## src/rtl/fifo_rd_stream.sv

```systemverilog
// Read-side adapter for sync_fifo: turns the 1-cycle-latency rd_en/dout/empty
// interface into a valid/ready stream, tagging every PKT_LEN-th beat with m_last.
module fifo_rd_stream #(
    parameter int WIDTH   = 32,
    parameter int PKT_LEN = 8
) (
    input  logic             clk,
    input  logic             rst_n,
    input  logic             fifo_empty,
    input  logic [WIDTH-1:0] fifo_dout,
    output logic             fifo_rd_en,
    output logic             m_valid,
    input  logic             m_ready,
    output logic [WIDTH-1:0] m_data,
    output logic             m_last,
    output logic             err
);

    localparam int              BW        = (PKT_LEN > 1) ? $clog2(PKT_LEN) : 1;
    localparam logic [BW-1:0]   LAST_BEAT = BW'(PKT_LEN - 1);

    logic [WIDTH-1:0] r_data [2];
    logic [1:0]       r_last;
    logic             r_head;
    logic             r_tail;
    logic [1:0]       r_cnt;
    logic             r_inflight;
    logic [BW-1:0]    r_bcnt;
    logic             r_err;

    logic             w_pop;
    logic             w_drop;
    logic             w_cap;
    logic             w_bcnt_wrap;
    logic [2:0]       w_occ;

    always_comb begin
        w_pop       = (r_cnt != 2'd0) && m_ready;
        w_drop      = r_inflight && (r_cnt == 2'd2) && !w_pop;
        w_cap       = r_inflight && !w_drop;
        w_bcnt_wrap = (r_bcnt == LAST_BEAT);
        // Occupancy after this cycle counting the read already in flight;
        // only issue a new read if it is guaranteed a free slot on arrival.
        w_occ       = {1'b0, r_cnt} + {2'b00, r_inflight} - {2'b00, w_pop};
        fifo_rd_en  = rst_n && !fifo_empty && (w_occ < 3'd2);
    end

    assign m_valid = (r_cnt != 2'd0);
    assign m_data  = r_data[r_head];
    assign m_last  = r_last[r_head];
    assign err     = r_err;

    always_ff @(posedge clk or negedge rst_n) begin
        if (!rst_n) begin
            r_data     <= '{default: '0};
            r_last     <= '0;
            r_head     <= 1'b0;
            r_tail     <= 1'b0;
            r_cnt      <= '0;
            r_inflight <= 1'b0;
            r_bcnt     <= '0;
            r_err      <= 1'b0;
        end else begin
            r_inflight <= fifo_rd_en;
            if (w_drop) begin
                r_err <= 1'b1;
            end
            if (w_cap) begin
                r_data[r_tail] <= fifo_dout;
                r_last[r_tail] <= w_bcnt_wrap;
                r_tail         <= ~r_tail;
                r_bcnt         <= w_bcnt_wrap ? '0 : r_bcnt + 1'b1;
            end
            if (w_pop) begin
                r_head <= ~r_head;
            end
            r_cnt <= r_cnt + {1'b0, w_cap} - {1'b0, w_pop};
        end
    end

endmodule

```

## config.mk

```make
export PLATFORM = sky130hd
export DESIGN_NAME = fifo_rd_stream
export DESIGN_NICKNAME = d
export VERILOG_FILES = /design/src/rtl/fifo_rd_stream.sv
export SDC_FILE = /design/constraint.sdc
export NUM_CORES = 1
export LEC_CHECK = 0
export CAP_MARGIN = 20
export CELL_PAD_IN_SITES_DETAIL_PLACEMENT = 0
export CELL_PAD_IN_SITES_GLOBAL_PLACEMENT = 2
export CORE_MARGIN = 5
export CORE_UTILIZATION = 40
export CTS_BUF_LIST = sky130_fd_sc_hd__clkbuf_2 sky130_fd_sc_hd__clkbuf_4 sky130_fd_sc_hd__clkbuf_8
export DETAILED_ROUTE_END_ITERATION = 16
export PLACE_DENSITY = 0.94
export SLEW_MARGIN = 20
export SYNTH_ARGS = -nofsm -noshare
export SYNTH_HDL_FRONTEND = slang
export SYNTH_SLANG_ARGS = --single-unit
```

## constraint.sdc

```tcl
create_clock -name clk -period 4.44 [get_ports clk]
set_input_delay 0.888 -clock clk [delete_from_list [all_inputs] [get_ports clk]]
set_output_delay 0.888 -clock clk [all_outputs]
set_load 0.01 [all_outputs]
```

# Word level (Yosys, flattened, before mapping)
# Cells that the tools add are included.
# Widths: inputs -> output; s select.
dict set report word_totals {
  register_bits 75
  input_bits 36
}
dict set report classes {
  n_addsub 5
  n_lt_le_gt_ge 7
  eq_ne 2
  mux 12
  n_bitwise 4
  n_reduce_logical 12
}
# cell count
set ops {}
lappend ops {{$mux 32} 4}
lappend ops {{$bwmux 64} 1}
lappend ops {{$demux 32 s1} 1}
lappend ops {{$logic_and 1x1->1} 8}
lappend ops {{$ge 2x2->1 const B} 2}
lappend ops {{$lt 1x2->1 const B} 2}
lappend ops {{$not 1->2} 2}
lappend ops {{$add 2x1->3} 1}
lappend ops {{$add 3x1->3 const B} 1}
lappend ops {{$eq 3x3->1 const B} 1}
lappend ops {{$logic_not 1->1} 3}
lappend ops {{$lt 3x2->1 const B} 1}
lappend ops {{$mux 1} 3}
lappend ops {{$mux 3} 1}
lappend ops {{$sub 3x1->3} 1}
lappend ops {{$add 2x1->2} 1}
lappend ops {{$bwmux 2} 1}
lappend ops {{$eq 2x2->1 const B} 1}
lappend ops {{$lt 2x1->1 const B} 1}
lappend ops {{$not 1->1} 2}
lappend ops {{$reduce_bool 2->1} 1}
lappend ops {{$sub 2x1->2} 1}
lappend ops {{$demux 1 s1} 1}
lappend ops {{$ge 1x1->1 const B} 1}

# Logic depth before layout (Yosys ltp)
dict set report depth {
  depth_word 8
  mapped_depth 7
  ltp_nobuf 7
}

# Worst setup path after synthesis
# No wires, ideal clock.
dict set report synth_path {
  path_kind {input -> output}
  start {input port m_ready}
  end {output port fifo_rd_en}
  arrival_ns 2.303
  path_slack_ns 1.249
  cell_stages 6
  cell_sequence {and2_1 > ha_1 > nand2b_1 > fa_1 > xor2_1 > nor3_1}
}
dict set report synth_via {
  elab_chain_cells 4
}
# item line
set synth_rtl {}
lappend synth_rtl {{start: declaration} 13} ;# input logic m_ready,
lappend synth_rtl {{$logic_and 1x1->1} 38} ;# w_pop = (r_cnt != 2'd0) && m_ready;
lappend synth_rtl {{$sub 3x1->3} 44} ;# w_occ = {1'b0, r_cnt} + {2'b00, r_inflight} - {2'b00, w_pop};
lappend synth_rtl {{$lt 3x2->1} 45} ;# fifo_rd_en = rst_n && !fifo_empty && (w_occ < 3'd2);
lappend synth_rtl {{$logic_and 1x1->1} 45}
lappend synth_rtl {{end: declaration} 11} ;# output logic fifo_rd_en,
# No other way between the ends.

# Final worst setup path
dict set report layout_path {
  start {input port m_ready}
  end {output port fifo_rd_en}
}
dict set report layout_via {
  elab_chain_cells 4
}
# item line
set layout_rtl {}
lappend layout_rtl {{$logic_and 1x1->1} 38}
lappend layout_rtl {{named net w_pop} 31} ;# logic w_pop;
lappend layout_rtl {{$sub 3x1->3} 44}
lappend layout_rtl {{$lt 3x2->1} 45}
lappend layout_rtl {{$logic_and 1x1->1} 45}
# The timed path passes the listed nets, and every way through them passes these cells.

==> metrics.txt <==
first-pass GRT wire length=10800 um; vias in the first global route=2158; Hold Path Class=primary input to asynchronous set/reset pin; first-pass detailed-route iteration total=3; CTS tree=yes; period utilization=between 90% and 100%; Required @ worst endpoint=3550 ps; Syn Area/Cell=around 16 um^2; fillers=695; WL final=approximately 6500 um; commonest cells after routing, fill and taps aside=75 x dfrtp_1, 71 x mux2_2, 70 x clkdlybuf4s50_1, 30 x mux2_4, 11 x clkbuf_8; TritonCTS buffer count=9; Setup Buffers After CTS=0; Wirelength per Cell=16.3 um; Longest Clk Path Bufs=2; CTS root buffer=clkbuf_8; share of cells above drive strength 1=42.6%; critical path class=primary input to output pin; Syn Nets=257; Worst-Skew Late Latency=about 340 ps; Total Power=about 3.4 mW; Initial DRC Count=22; cts hold-fix bufs=0; hpwl dp=around 4400 um; Pwr per Cell Area=approximately 760 nW/um^2; clk sinks=75; Netlist cell types=24; max-slew violations=0; CP Capture Type=output pin; CP Launch Type=primary input; GRT overflow=0; Placer Congestion=a little under 0.7; Mapped Area=about 3500 um^2; clk_skew=around 6.7 ps; final hold violation count=0; nets=333; die span in y=roughly 100 um; Clock Pin Slew Worst Setup and Hold Paths=80 ps; Rel. slew slack=41.6%; FF+latch count, synth=75; pre-CTS WS=~230 ps; die area=10600 um^2; DRT antenna net count=0; via/cell ratio=4.84; ANT cells=0; Ports=just over 70; worst slew pin tran=876 ps; run status=complete, no violations; leak pwr=1.92 nW; total track usage=a little over an eighth; final cell count without fillers=401; CP Max Fanout=3; commonest non-fill, non-tap cell in the layout=dfrtp_1; core area=8300 um^2; RSZ-0062 raised after global routing=false; largest net degree at the start of global routing=71; htree depth=3; Cells after DPL=~390; max-cap violations=0; Post-CTS Resized=0; post-route setup TNS=0 ps; FMAX=about 240 MHz; Vias=1942; setup ws final=about 240 ps; PortBufs=71; initial core utilization=a little over two fifths; Chip Width=103 um; num rows=33; final setup violation count=0; DRC viols=0; initial antenna violation count=0; critical path arrival=3310 ps; yosys warns=0; Seq/Total Area, Yosys=54.3%; area grow syn2layout=29.4%; maximum vdd ir drop=403 uV; post-layout minimum cycle time=4200 ps; Syn Inst Count=215
cell type report:
| cell class | instances | area [um^2] | area share, % |
|---|---|---|---|
| sequential | 75 | 1880 | 42.0 |
| timing repair buffer | 76 | 746 | 16.7 |
| clock inverter | 4 | 72.6 | 1.62 |
| clock buffer | 12 | 159 | 3.56 |
| tap | 105 | 131 | 2.94 |
| multi-input combinational | 127 | 1480 | 33.0 |
| inverter | 2 | 7.51 | 0.168 |
worst max-delay path, cell delays in order:
cell             delay (ps)
clkdlybuf4s50_1         480
and2_1                  200
ha_1                    250
nand2b_1                150
fa_1                    380
xor2_1                  150
nor3_1                  220
clkdlybuf4s50_1         580
metrics by stage:
| stage | util [%] | hold WS, ps | area (um^2) |
|---|---|---|---|
| 2_1_floorplan | - | 475 | 3450 |
| 3_3_place_gp | 51.0 | 447 | 4240 |
| 3_5_place_dp | 51.0 | 451 | 4240 |
| 4_1_cts | 53.8 | 330 | 4470 |
| 5_1_grt | 53.8 | 332 | 4470 |
| 6_report | 53.8 | 349 | 4470 |
registers in the layout, indices dropped and copies added, names as in the netlist:
signal	cells
r_inflight	1
r_head	1
r_data	64
r_cnt	2
r_bcnt	3
err	1
r_last	2
r_tail	1
final timing paths:
check | startpoint | to | slack, ps | depth (start not counted)
max | m_ready | fifo_rd_en | 240 | 8
min | rst_n | r_data[27] | 350 | 1
max reg2reg | r_cnt[1] | r_inflight | 2190 | 7
min reg2reg | err | err | 460 | 1
max in group asynchronous | rst_n | r_bcnt[2] | 3010 | 2
min in group clk | err | err | 460 | 1
synthesized netlist by cell type:
cell / count / area share (%)
a21o_1: 1 / 0.22
and2_1: 1 / 0.18
and3_1: 1 / 0.18
buf_12: 3 / 1.7
buf_2: 3 / 0.43
buf_6: 1 / 0.33
clkbuf_1: 4 / 0.43
dfrtp_1: 75 / 54
fa_1: 1 / 0.58
ha_1: 5 / 1.8
inv_1: 2 / 0.22
mux2_2: 71 / 23
mux2_4: 30 / 13
nand2_1: 2 / 0.22
nand2b_1: 2 / 0.36
nor2_1: 1 / 0.11
nor3_1: 1 / 0.14
nor3_2: 1 / 0.29
nor3b_1: 1 / 0.22
o21ai_0: 2 / 0.29
or2_2: 1 / 0.18
or3b_1: 1 / 0.25
xnor2_1: 3 / 0.76
xor2_1: 2 / 0.51
kinds of logic after synthesis:
group                      count (synthesis)  share of synthesized area (%)
AOI/OAI and AO/OA                          3                          0.507
xor gates and xnor gates                   5                           1.27
adders and majority gates                  6                           2.39
buffers and inverters                     13                           3.15
DFF                                       75                           54.3
muxes                                    101                           36.2
and+or+nand+nor                           12                           2.14
report_power, final:
| part | leakage (nW) | switching (mW) | internal, mW |
|---|---|---|---|
| Clock | 0.116 | 0.236 | 0.353 |
| Combinational | 0.892 | 0.549 | 1.05 |
| Sequential | 0.907 | 0.196 | 1.02 |
| Total | 1.92 | 0.980 | 2.43 |
routing by layer:
| metal | global-route usage [%] | up-vias | part of all wire (%) |
|---|---|---|---|
| li1 | - | 915 | - |
| met1 | 18.3 | 975 | 47 |
| met2 | 20.3 | 45 | 46 |
| met3 | 4.19 | 7 | 6.1 |
| met4 | 3.88 | 0 | 1.0 |
| met5 | 0 | - | 0 |
No activity file was read; power rests on OpenSTA's default activity.
